<file path="config.mk">
export PLATFORM = sky130hd
export DESIGN_NAME = rd_req_splitter_flat
export DESIGN_NICKNAME = d
export VERILOG_FILES = /design/src/rtl/rd_req_splitter_pkg.sv /design/src/rtl/rd_req_splitter_if.sv /design/src/rtl/rd_credit_counter.sv /design/src/rtl/rd_req_splitter.sv /design/src/flat_wrapper.sv
export SDC_FILE = /design/constraint.sdc
export NUM_CORES = 1
export LEC_CHECK = 0
export BUFFER_PORTS_ARGS = -buffer_cell sky130_fd_sc_hd__buf_2
export CORE_MARGIN = 3
export CORE_UTILIZATION = 25
export DETAILED_ROUTE_END_ITERATION = 8
export HOLD_SLACK_MARGIN = 0.03
export SYNTH_ARGS = -nofsm -noshare
export SYNTH_HDL_FRONTEND = slang
export SYNTH_SLANG_ARGS = --single-unit
</file>
<file path="constraint.sdc">
create_clock -name clk -period 4.9 [get_ports clk]
set_clock_uncertainty 0.2 [all_clocks]
set_input_delay 0.245 -clock clk [delete_from_list [all_inputs] [get_ports clk]]
set_output_delay 0.245 -clock clk [all_outputs]
set_load 0.03 [all_outputs]
</file>
<file path="src/rtl/rd_req_splitter_pkg.sv">
// Shared types and constants for the cache-line read request splitter.
package rd_req_splitter_pkg;

    localparam int CL_ADDR_W      = 58;
    localparam int LEN_W          = 6;
    localparam int LEN_ZERO_IS_64 = 64;
    localparam int REMAIN_W       = 7;

    typedef enum logic {
        IDLE  = 1'b0,
        ISSUE = 1'b1
    } t_rd_split_state;

    // A zero length field encodes the maximum burst of 64 lines.
    function automatic logic [REMAIN_W-1:0] burst_cls(input logic [LEN_W-1:0] len);
        return (len == '0) ? REMAIN_W'(LEN_ZERO_IS_64) : {1'b0, len};
    endfunction

endpackage

</file>
<file path="src/rtl/rd_req_splitter_if.sv">
// Burst read request handshake between the core TX read port and the splitter.
interface rd_req_splitter_if;
    import rd_req_splitter_pkg::*;

    logic                 cor_tx_rd_valid;
    logic [CL_ADDR_W-1:0] cor_tx_rd_addr;
    logic [LEN_W-1:0]     cor_tx_rd_len;
    logic                 rd_req_ready;

    modport master (
        output cor_tx_rd_valid,
        output cor_tx_rd_addr,
        output cor_tx_rd_len,
        input  rd_req_ready
    );

    modport slave (
        input  cor_tx_rd_valid,
        input  cor_tx_rd_addr,
        input  cor_tx_rd_len,
        output rd_req_ready
    );

endinterface

</file>
<file path="src/rtl/rd_credit_counter.sv">
// Up/down count of issued-but-unanswered reads with limit compare and sticky underflow.
module rd_credit_counter #(
    parameter int MAX_OUTSTANDING = 64
) (
    input  logic       clk,
    input  logic       reset_n,
    input  logic       inc,
    input  logic       dec,
    output logic [7:0] count,
    output logic       credit_ok,
    output logic       underflow_err
);

    logic [7:0] count_q, count_d;
    logic       underflow_q, underflow_d;

    always_comb begin
        count_d     = count_q;
        underflow_d = underflow_q;
        if (inc && !dec) begin
            count_d = count_q + 8'd1;
        end else if (dec && !inc) begin
            // A response with nothing in flight is flagged and the count clamps at zero.
            if (count_q == 8'd0) begin
                underflow_d = 1'b1;
            end else begin
                count_d = count_q - 8'd1;
            end
        end
    end

    always_ff @(posedge clk or negedge reset_n) begin
        if (!reset_n) begin
            count_q     <= 8'd0;
            underflow_q <= 1'b0;
        end else begin
            count_q     <= count_d;
            underflow_q <= underflow_d;
        end
    end

    assign count         = count_q;
    assign credit_ok     = (count_q < 8'(MAX_OUTSTANDING));
    assign underflow_err = underflow_q;

endmodule

</file>
<file path="src/rtl/rd_req_splitter.sv">
// Splits multi-line burst reads into single cache-line requests, throttled by
// downstream almostfull and an outstanding-read credit limit.
module rd_req_splitter
    import rd_req_splitter_pkg::*;
#(
    parameter int MAX_OUTSTANDING = 64,
    parameter int TAG_W           = 8
) (
    input  logic                 clk,
    input  logic                 reset_n,
    rd_req_splitter_if.slave     cor_rd,
    input  logic                 spl_tx_rd_almostfull,
    input  logic                 io_rx_rd_valid,
    output logic                 spl_rd_valid,
    output logic [CL_ADDR_W-1:0] spl_rd_addr,
    output logic [TAG_W-1:0]     spl_rd_tag,
    output logic [7:0]           rd_outstanding,
    output logic                 rd_busy,
    output logic                 rd_underflow_err
);

    t_rd_split_state      state_q, state_d;
    logic [CL_ADDR_W-1:0] cur_addr_q, cur_addr_d;
    logic [REMAIN_W-1:0]  remaining_q, remaining_d;
    logic [TAG_W-1:0]     tag_cnt_q, tag_cnt_d;
    logic                 spl_rd_valid_q, spl_rd_valid_d;
    logic [CL_ADDR_W-1:0] spl_rd_addr_q, spl_rd_addr_d;
    logic [TAG_W-1:0]     spl_rd_tag_q, spl_rd_tag_d;

    logic credit_ok;
    logic issue_en;

    assign issue_en = (state_q == ISSUE) && !spl_tx_rd_almostfull && credit_ok
                      && (remaining_q != '0);

    rd_credit_counter #(
        .MAX_OUTSTANDING (MAX_OUTSTANDING)
    ) u_credit (
        .clk           (clk),
        .reset_n       (reset_n),
        .inc           (issue_en),
        .dec           (io_rx_rd_valid),
        .count         (rd_outstanding),
        .credit_ok     (credit_ok),
        .underflow_err (rd_underflow_err)
    );

    always_comb begin
        state_d        = state_q;
        cur_addr_d     = cur_addr_q;
        remaining_d    = remaining_q;
        tag_cnt_d      = tag_cnt_q;
        spl_rd_valid_d = issue_en;
        spl_rd_addr_d  = spl_rd_addr_q;
        spl_rd_tag_d   = spl_rd_tag_q;

        case (state_q)
            IDLE: begin
                if (cor_rd.cor_tx_rd_valid) begin
                    state_d     = ISSUE;
                    cur_addr_d  = cor_rd.cor_tx_rd_addr;
                    remaining_d = burst_cls(cor_rd.cor_tx_rd_len);
                end
            end
            ISSUE: begin
                if (issue_en) begin
                    spl_rd_addr_d = cur_addr_q;
                    spl_rd_tag_d  = tag_cnt_q;
                    cur_addr_d    = cur_addr_q + CL_ADDR_W'(1);
                    tag_cnt_d     = tag_cnt_q + TAG_W'(1);
                    remaining_d   = remaining_q - REMAIN_W'(1);
                    // Last line of the burst: ready reappears while it is on the bus.
                    if (remaining_q == REMAIN_W'(1)) begin
                        state_d = IDLE;
                    end
                end
            end
            default: state_d = IDLE;
        endcase
    end

    always_ff @(posedge clk or negedge reset_n) begin
        if (!reset_n) begin
            state_q        <= IDLE;
            cur_addr_q     <= '0;
            remaining_q    <= '0;
            tag_cnt_q      <= '0;
            spl_rd_valid_q <= 1'b0;
            spl_rd_addr_q  <= '0;
            spl_rd_tag_q   <= '0;
        end else begin
            state_q        <= state_d;
            cur_addr_q     <= cur_addr_d;
            remaining_q    <= remaining_d;
            tag_cnt_q      <= tag_cnt_d;
            spl_rd_valid_q <= spl_rd_valid_d;
            spl_rd_addr_q  <= spl_rd_addr_d;
            spl_rd_tag_q   <= spl_rd_tag_d;
        end
    end

    assign cor_rd.rd_req_ready = (state_q == IDLE);
    assign spl_rd_valid        = spl_rd_valid_q;
    assign spl_rd_addr         = spl_rd_addr_q;
    assign spl_rd_tag          = spl_rd_tag_q;
    assign rd_busy             = (state_q == ISSUE) || (rd_outstanding != 8'd0);

endmodule

</file>
<file path="src/flat_wrapper.sv">
// flat-port wrapper written by rule: the top's interface ports become plain ports
module rd_req_splitter_flat import rd_req_splitter_pkg::*;
#(
    parameter int MAX_OUTSTANDING = 64,
    parameter int TAG_W           = 8
)
  (clk, reset_n, spl_tx_rd_almostfull, io_rx_rd_valid, spl_rd_valid, spl_rd_addr, spl_rd_tag, rd_outstanding, rd_busy, rd_underflow_err, cor_rd_cor_tx_rd_valid, cor_rd_cor_tx_rd_addr, cor_rd_cor_tx_rd_len, cor_rd_rd_req_ready);
  rd_req_splitter_if cor_rd_i ();
  input  logic clk;
  input  logic reset_n;
  input  logic spl_tx_rd_almostfull;
  input  logic io_rx_rd_valid;
  output logic spl_rd_valid;
  output logic [CL_ADDR_W-1:0] spl_rd_addr;
  output logic [TAG_W-1:0] spl_rd_tag;
  output logic [7:0] rd_outstanding;
  output logic rd_busy;
  output logic rd_underflow_err;
  input wire logic [$bits(cor_rd_i.cor_tx_rd_valid)-1:0] cor_rd_cor_tx_rd_valid;
  input wire logic [$bits(cor_rd_i.cor_tx_rd_addr)-1:0] cor_rd_cor_tx_rd_addr;
  input wire logic [$bits(cor_rd_i.cor_tx_rd_len)-1:0] cor_rd_cor_tx_rd_len;
  output wire logic [$bits(cor_rd_i.rd_req_ready)-1:0] cor_rd_rd_req_ready;
  assign cor_rd_i.cor_tx_rd_valid = cor_rd_cor_tx_rd_valid;
  assign cor_rd_i.cor_tx_rd_addr = cor_rd_cor_tx_rd_addr;
  assign cor_rd_i.cor_tx_rd_len = cor_rd_cor_tx_rd_len;
  assign cor_rd_rd_req_ready = cor_rd_i.rd_req_ready;
  rd_req_splitter #(.MAX_OUTSTANDING(MAX_OUTSTANDING), .TAG_W(TAG_W)) u_core (.clk(clk), .reset_n(reset_n), .cor_rd(cor_rd_i), .spl_tx_rd_almostfull(spl_tx_rd_almostfull), .io_rx_rd_valid(io_rx_rd_valid), .spl_rd_valid(spl_rd_valid), .spl_rd_addr(spl_rd_addr), .spl_rd_tag(spl_rd_tag), .rd_outstanding(rd_outstanding), .rd_busy(rd_busy), .rd_underflow_err(rd_underflow_err));
endmodule
</file>
# Word-level counts from Yosys, hierarchy flattened
# Index checks and enable logic that the tools add are counted.
# totals
register_bits	150
output_inout_bits	78
# classes
add_sub_neg	5
order_cmp	1
eq_ne	4
mux	14
bitwise_logic	2
reduce_logical	18
# op_table
op	n
2-to-1 mux 58 bit	2
one-hot mux 58 bit (2 select lines)	1
adder 58 x 1 -> 58 bit (second input constant)	1
2-to-1 mux 8 bit	3
2-to-1 mux 7 bit	3
adder 8 x 1 -> 8 bit (second input constant)	2
one-hot mux 7 bit (2 select lines)	1
zero test 8 bit	1
< comparator 8 x 7 -> 1 bit (second input constant)	1
nonzero test 8 bit	1
subtractor 8 x 1 -> 8 bit (second input constant)	1
equality test 7 x 1 -> 1 bit (second input constant)	1
nonzero test 7 bit	1
subtractor 7 x 1 -> 7 bit (second input constant)	1
zero test 6 bit	1
inequality test 2 bit (second input constant)	3
AND reduction 2 bit	3
logical AND 1 bit	5
zero test 1 bit	3
2-to-1 mux 1 bit	3
AND reduction 3 bit	1
NOT 1 bit	2
one-hot mux 1 bit (2 select lines)	1
nonzero test 2 bit	1
logical OR 1 bit	1

# Logic depth before layout (Yosys ltp)
# logic_depth
word_depth	8
ltp_mapped	17
depth_no_buf	14

# Cells and area by module
# From an unflattened synthesis, not the netlist that was laid out.
# hier_totals
hier_cells	927
hier_area_um2	8111.5
# by_module_without_submodules
module	n_inst	cells_per_inst	area_per_inst_um2
rd_req_splitter	1	861	7439.6
rd_credit_counter	1	66	671.9

# Worst setup path before layout
# OpenSTA, ideal clock, no wires.
# synth_path
path_type	reg-to-reg
start	reg u_core.remaining_q[0]
end	reg u_core.u_credit.count_q[7], in the netlist u_core.u_credit.count[7]
t_arrival_ns	3.714
required_time_ns	4.563
path_slack_ns	0.850
path_stages_with_launch	18
synth_period_minus_slack_ns	4.050
path_cell_list	dfrtp_1 inv_1 ha_1 or4b_1 o31ai_1 inv_2 clkbuf_1 clkbuf_1 buf_1 ha_1 inv_1 ha_1 a21oi_1 o211ai_1 o41ai_1 xnor2_1 nor2_1 xor2_1
# synth_between
elab_chain_len	6
elab_cells_between_ends	9
classes_between	eq/ne (1); mux (1); reduce/logical (7)
# synth_rtl
element	line	rtl
from (decl)	rd_req_splitter.sv:24	logic [REMAIN_W-1:0] remaining_q, remaining_d;
from (signal assigned)	rd_req_splitter.sv:94	remaining_q <= remaining_d;
nonzero test 7 bit (*)	rd_req_splitter.sv:34	&& (remaining_q != '0);
logical AND 1 bit (*)	rd_req_splitter.sv:34	
named net u_core.issue_en	rd_req_splitter.sv:31	logic issue_en;
zero test 1 bit	rd_credit_counter.sv:22	end else if (dec && !inc) begin
logical AND 1 bit	rd_credit_counter.sv:22	
nonzero test 2 bit (no line)	-	
AND reduction 2 bit (no line)	-	
to (signal assigned)	rd_credit_counter.sv:37	count_q <= count_d;
to (decl)	rd_credit_counter.sv:14	logic [7:0] count_q, count_d;
# Mark *: on every way through the listed nets, which the timed path passes. The rest lies on a longest branch.
# A chain may end at the register's enable or synchronous reset.

# Worst setup path in the final report
# layout_path
start	reg u_core.remaining_q[0]
end	reg u_core.cur_addr_q[42]
# layout_between
elab_chain_len	4
# layout_rtl
element	line	rtl
nonzero test 7 bit	rd_req_splitter.sv:34	
logical AND 1 bit	rd_req_splitter.sv:34	
inequality test 2 bit (no line)	-	
AND reduction 2 bit (no line)	-	
to (signal assigned)	rd_req_splitter.sv:93	cur_addr_q <= cur_addr_d;
to (decl)	rd_req_splitter.sv:23	logic [CL_ADDR_W-1:0] cur_addr_q, cur_addr_d;
# Every way passes these cells.

==> impl_metrics.toml <==
[setup_path]
required_ns = 5.01
cp_max_fo = 92
r2r_cells = 10
critical-path-max-stage-delay_ns = 0.77
worstSetupStartpointType = "register"
path_class = "register to register"
critical-path-slowest-cell = "buf_4"
path_cells = "inv_1, ha_1, or4b_1, o31ai_4, buf_4, nand2_2, buf_4, o22ai_1, a31oi_1, o21a_1"
crit_arrival_ns = 3.83
end_kind = "register"
crit_top_cell = "buf_4"

[synth]
netlist_top_cells_count = "nand2_1, dfrtp_1, a21oi_1"
synth_top_area_share_pct = 49.8
synth_largest_area_cell = "dfrtp_1"
synth_top_family_by_area = "simple AND/OR/NAND/NOR gates"
syn_nets = 938
syn_inst = 856
netlist_area_um2 = 7540
synth_warnings = 0
muxShareOfSynthArea_pct = 3.22
avgSynthCellArea_um2 = 8.81
ys_seq_area_share_pct = 49.8
synth-edff-count = 0
yosys.area_share.simple_pct = 25.6
synthDistinctLibCells = 60
synth_compound_area_share_pct = 14.1
synth_xor_area_share_pct = 1.74
ys.flop_type = "dfrtp_1"
synthTopCellsByArea = "dfrtp_1, nand2_1, a21oi_1"
ys_ff_latch = 150
synth_fa_ha_area_share_pct = 2.26
synthArstFlopShare_pct = 100
yosysMostFrequentCell = "nand2_1"

[clock_tree]
path_clk_slew_ns = 0.07
cts_tree = "built"
cts_buffers = 17
htreeDepth = 4
cts_root_buf = "clkbuf_16"
cts_buffer_depth = 2
clock_latency_ns = 0.42
clkSinkCount = 150

[grt]
grtUsageTotal_pct = 14.9
antenna_found_initial = 0
grt_max_degree = 93
grt_pass1_vias = 6953
grt-ovfl-total = 0
grt_pass1_wl_um = 38900

[timing]
slew_viol_final = 0
setup_tns_ns = 0
relSlewSlack_pct = 35.1
hold_ws_ns = 0.0523
setup_viol = 0
finalCritPeriodShare_pct = 75.9
clock.fmax_mhz = 269
hold_viol = 0
rsz0062_at_grt = "false"
worstMarginPinSlew_ns = 0.973
post-route-min-period_ns = 3.72

[floorplanning]
start_util_pct = 25.8
die_h_um = 180
rows = 62
core-area_um2 = 29200
io_pins = 147
die_w_um = 180
die-area_um2 = 32300

[worst_hold_path]
min_path_type = "input port to register"
whs_path_depth = 4

[routing]
drt_iter0_drc = 478
vias = 7116
drtPass1Iterations = 5
remaining_drc_errors = 0
ant_nets = 0
highest_layer = "met4"
wl_met2_um = 11500
routed_wl_um = 24100
m1WireLength_um = 10900
vias_per_cell = 4.91
detail_route.wl_per_cell_um = 16.6
dr_wl_met3_um = 1380

[place]
placed_cell_area_um2 = 8700
routabilityCongestion = 0.805
place_hpwl_um = 16000
io_buffers = 146

[finish]
fin_util_pct = 34.2
stdcell_area_um2 = 10000
layout.nets = 1135
layout-drive-gt1-share_pct = 19.2
area_growth_pct = 32.6
antenna_cells = 0

[pwr]
ir_worst_vdd_uv = 213
powerDensity_nw_per_um2 = 547
leakage_nw = 4.77
finalPower_mw = 5.47

[outcome]
status = "finished clean"

[flow_run]
drv_cap = 0
[critical path, delay by kind of cell, from the launching register on]
| kind | cells | cell delay [ns] |
|---|---|---|
| adders and majority gates | 1 | 0.17 |
| DFF | 1 | 0.41 |
| and+or+nand+nor | 2 | 0.92 |
| buffers and inverters | 3 | 1.23 |
| AOI/OAI and AO/OA | 4 | 0.62 |
[metal layers]
| metal | track usage, % | vias to the layer above |
|---|---|---|
| li1 | - | 3422 |
| met1 | 20.5 | 3427 |
| met2 | 24.1 | 245 |
| met3 | 2.73 | 22 |
| met4 | 3.96 | 0 |
| met5 | 0 | - |
[placed cells by master, fill, tap and decap left out, types with 6 or more instances in the layout]
cell type | Yosys | final
nand2_1 | 246 | 245
dfrtp_1 | 150 | 149
buf_2 | 7 | 145
dlygate4sd3_1 | 0 | 64
a21oi_1 | 44 | 44
o21ai_0 | 37 | 37
nand3_1 | 37 | 37
nor2_1 | 36 | 35
o22ai_1 | 27 | 27
nor3_1 | 25 | 25
nand4_1 | 22 | 22
mux2i_1 | 22 | 22
inv_1 | 17 | 17
clkbuf_16 | 0 | 17
buf_4 | 0 | 14
ha_1 | 12 | 12
xnor2_1 | 11 | 11
a221o_1 | 11 | 11
a21o_1 | 10 | 10
and3_1 | 10 | 10
and4_1 | 9 | 9
o211ai_1 | 6 | 6
nor4_1 | 6 | 6
[cell type report]
cell class	count	area, um2
multi-input combinational	641	3560
inverter	19	71.3
timing repair buffer	224	1480
clock inverter	12	213
clock buffer	20	447
tap	384	480
fill	3061	19200
sequential	150	3750
[per-stage QoR]
step | setup WS [ns] | std cells
final | 1.18 | 1450
after CTS | 1.14 | 1450
after floorplan | 0.850 | 856
after detailed placement | 1.17 | 1354
after global placement | 1.24 | 1354
after global routing | 0.871 | 1450
[power breakdown]
group / switching, mW / internal, mW / total, mW
sequential: 0.353 / 1.60 / 1.95
clock: 0.573 / 0.931 / 1.50
combinational: 1.33 / 0.683 / 2.02
[worst paths after layout]
path                       slack, ns                            endpoint                         startpoint
max                             1.18   u_core.cur_addr_q[42]$_DFFE_PN0P_  u_core.remaining_q[0]$_DFFE_PN0P_
min                             0.05   u_core.cur_addr_q[10]$_DFFE_PN0P_          cor_rd_cor_tx_rd_addr[10]
max reg2reg                     1.18   u_core.cur_addr_q[42]$_DFFE_PN0P_  u_core.remaining_q[0]$_DFFE_PN0P_
min reg2reg                     0.27   u_core.spl_rd_addr[3]$_DFFE_PN0P_  u_core.spl_rd_addr[3]$_DFFE_PN0P_
max in group asynchronous       3.17            u_core.state_q$_DFF_PN0_                            reset_n
min in group asynchronous       0.22  u_core.spl_rd_addr[18]$_DFFE_PN0P_                            reset_n
[cell families after synthesis]
logic type	Yosys count
compound gates	167
flops	150
simple gates	422
mux	24
fa+ha+maj	13
buf+inv	65
xor+xnor	15
[state kept, by name, indices dropped and copies added, names as in the netlist]
| name | count |
|---|---|
| u_core.u_credit.underflow_err | 1 |
| u_core.cur_addr_q | 58 |
| u_core.spl_rd_addr | 58 |
| u_core.remaining_q | 7 |
| u_core.spl_rd_tag | 8 |
| u_core.state_q | 1 |
| u_core.u_credit.count | 8 |
| u_core.tag_cnt_q | 8 |
| u_core.spl_rd_valid | 1 |
[what timing repair did]
| item | in CTS | in global routing |
|---|---|---|
| hold buffers | 64 | 0 |
| endpoints found under the hold margin | 137 | 0 |
| setup buffers | 0 | 0 |
| resized for setup | 0 | 0 |
(Power assumes the default switching activity.)
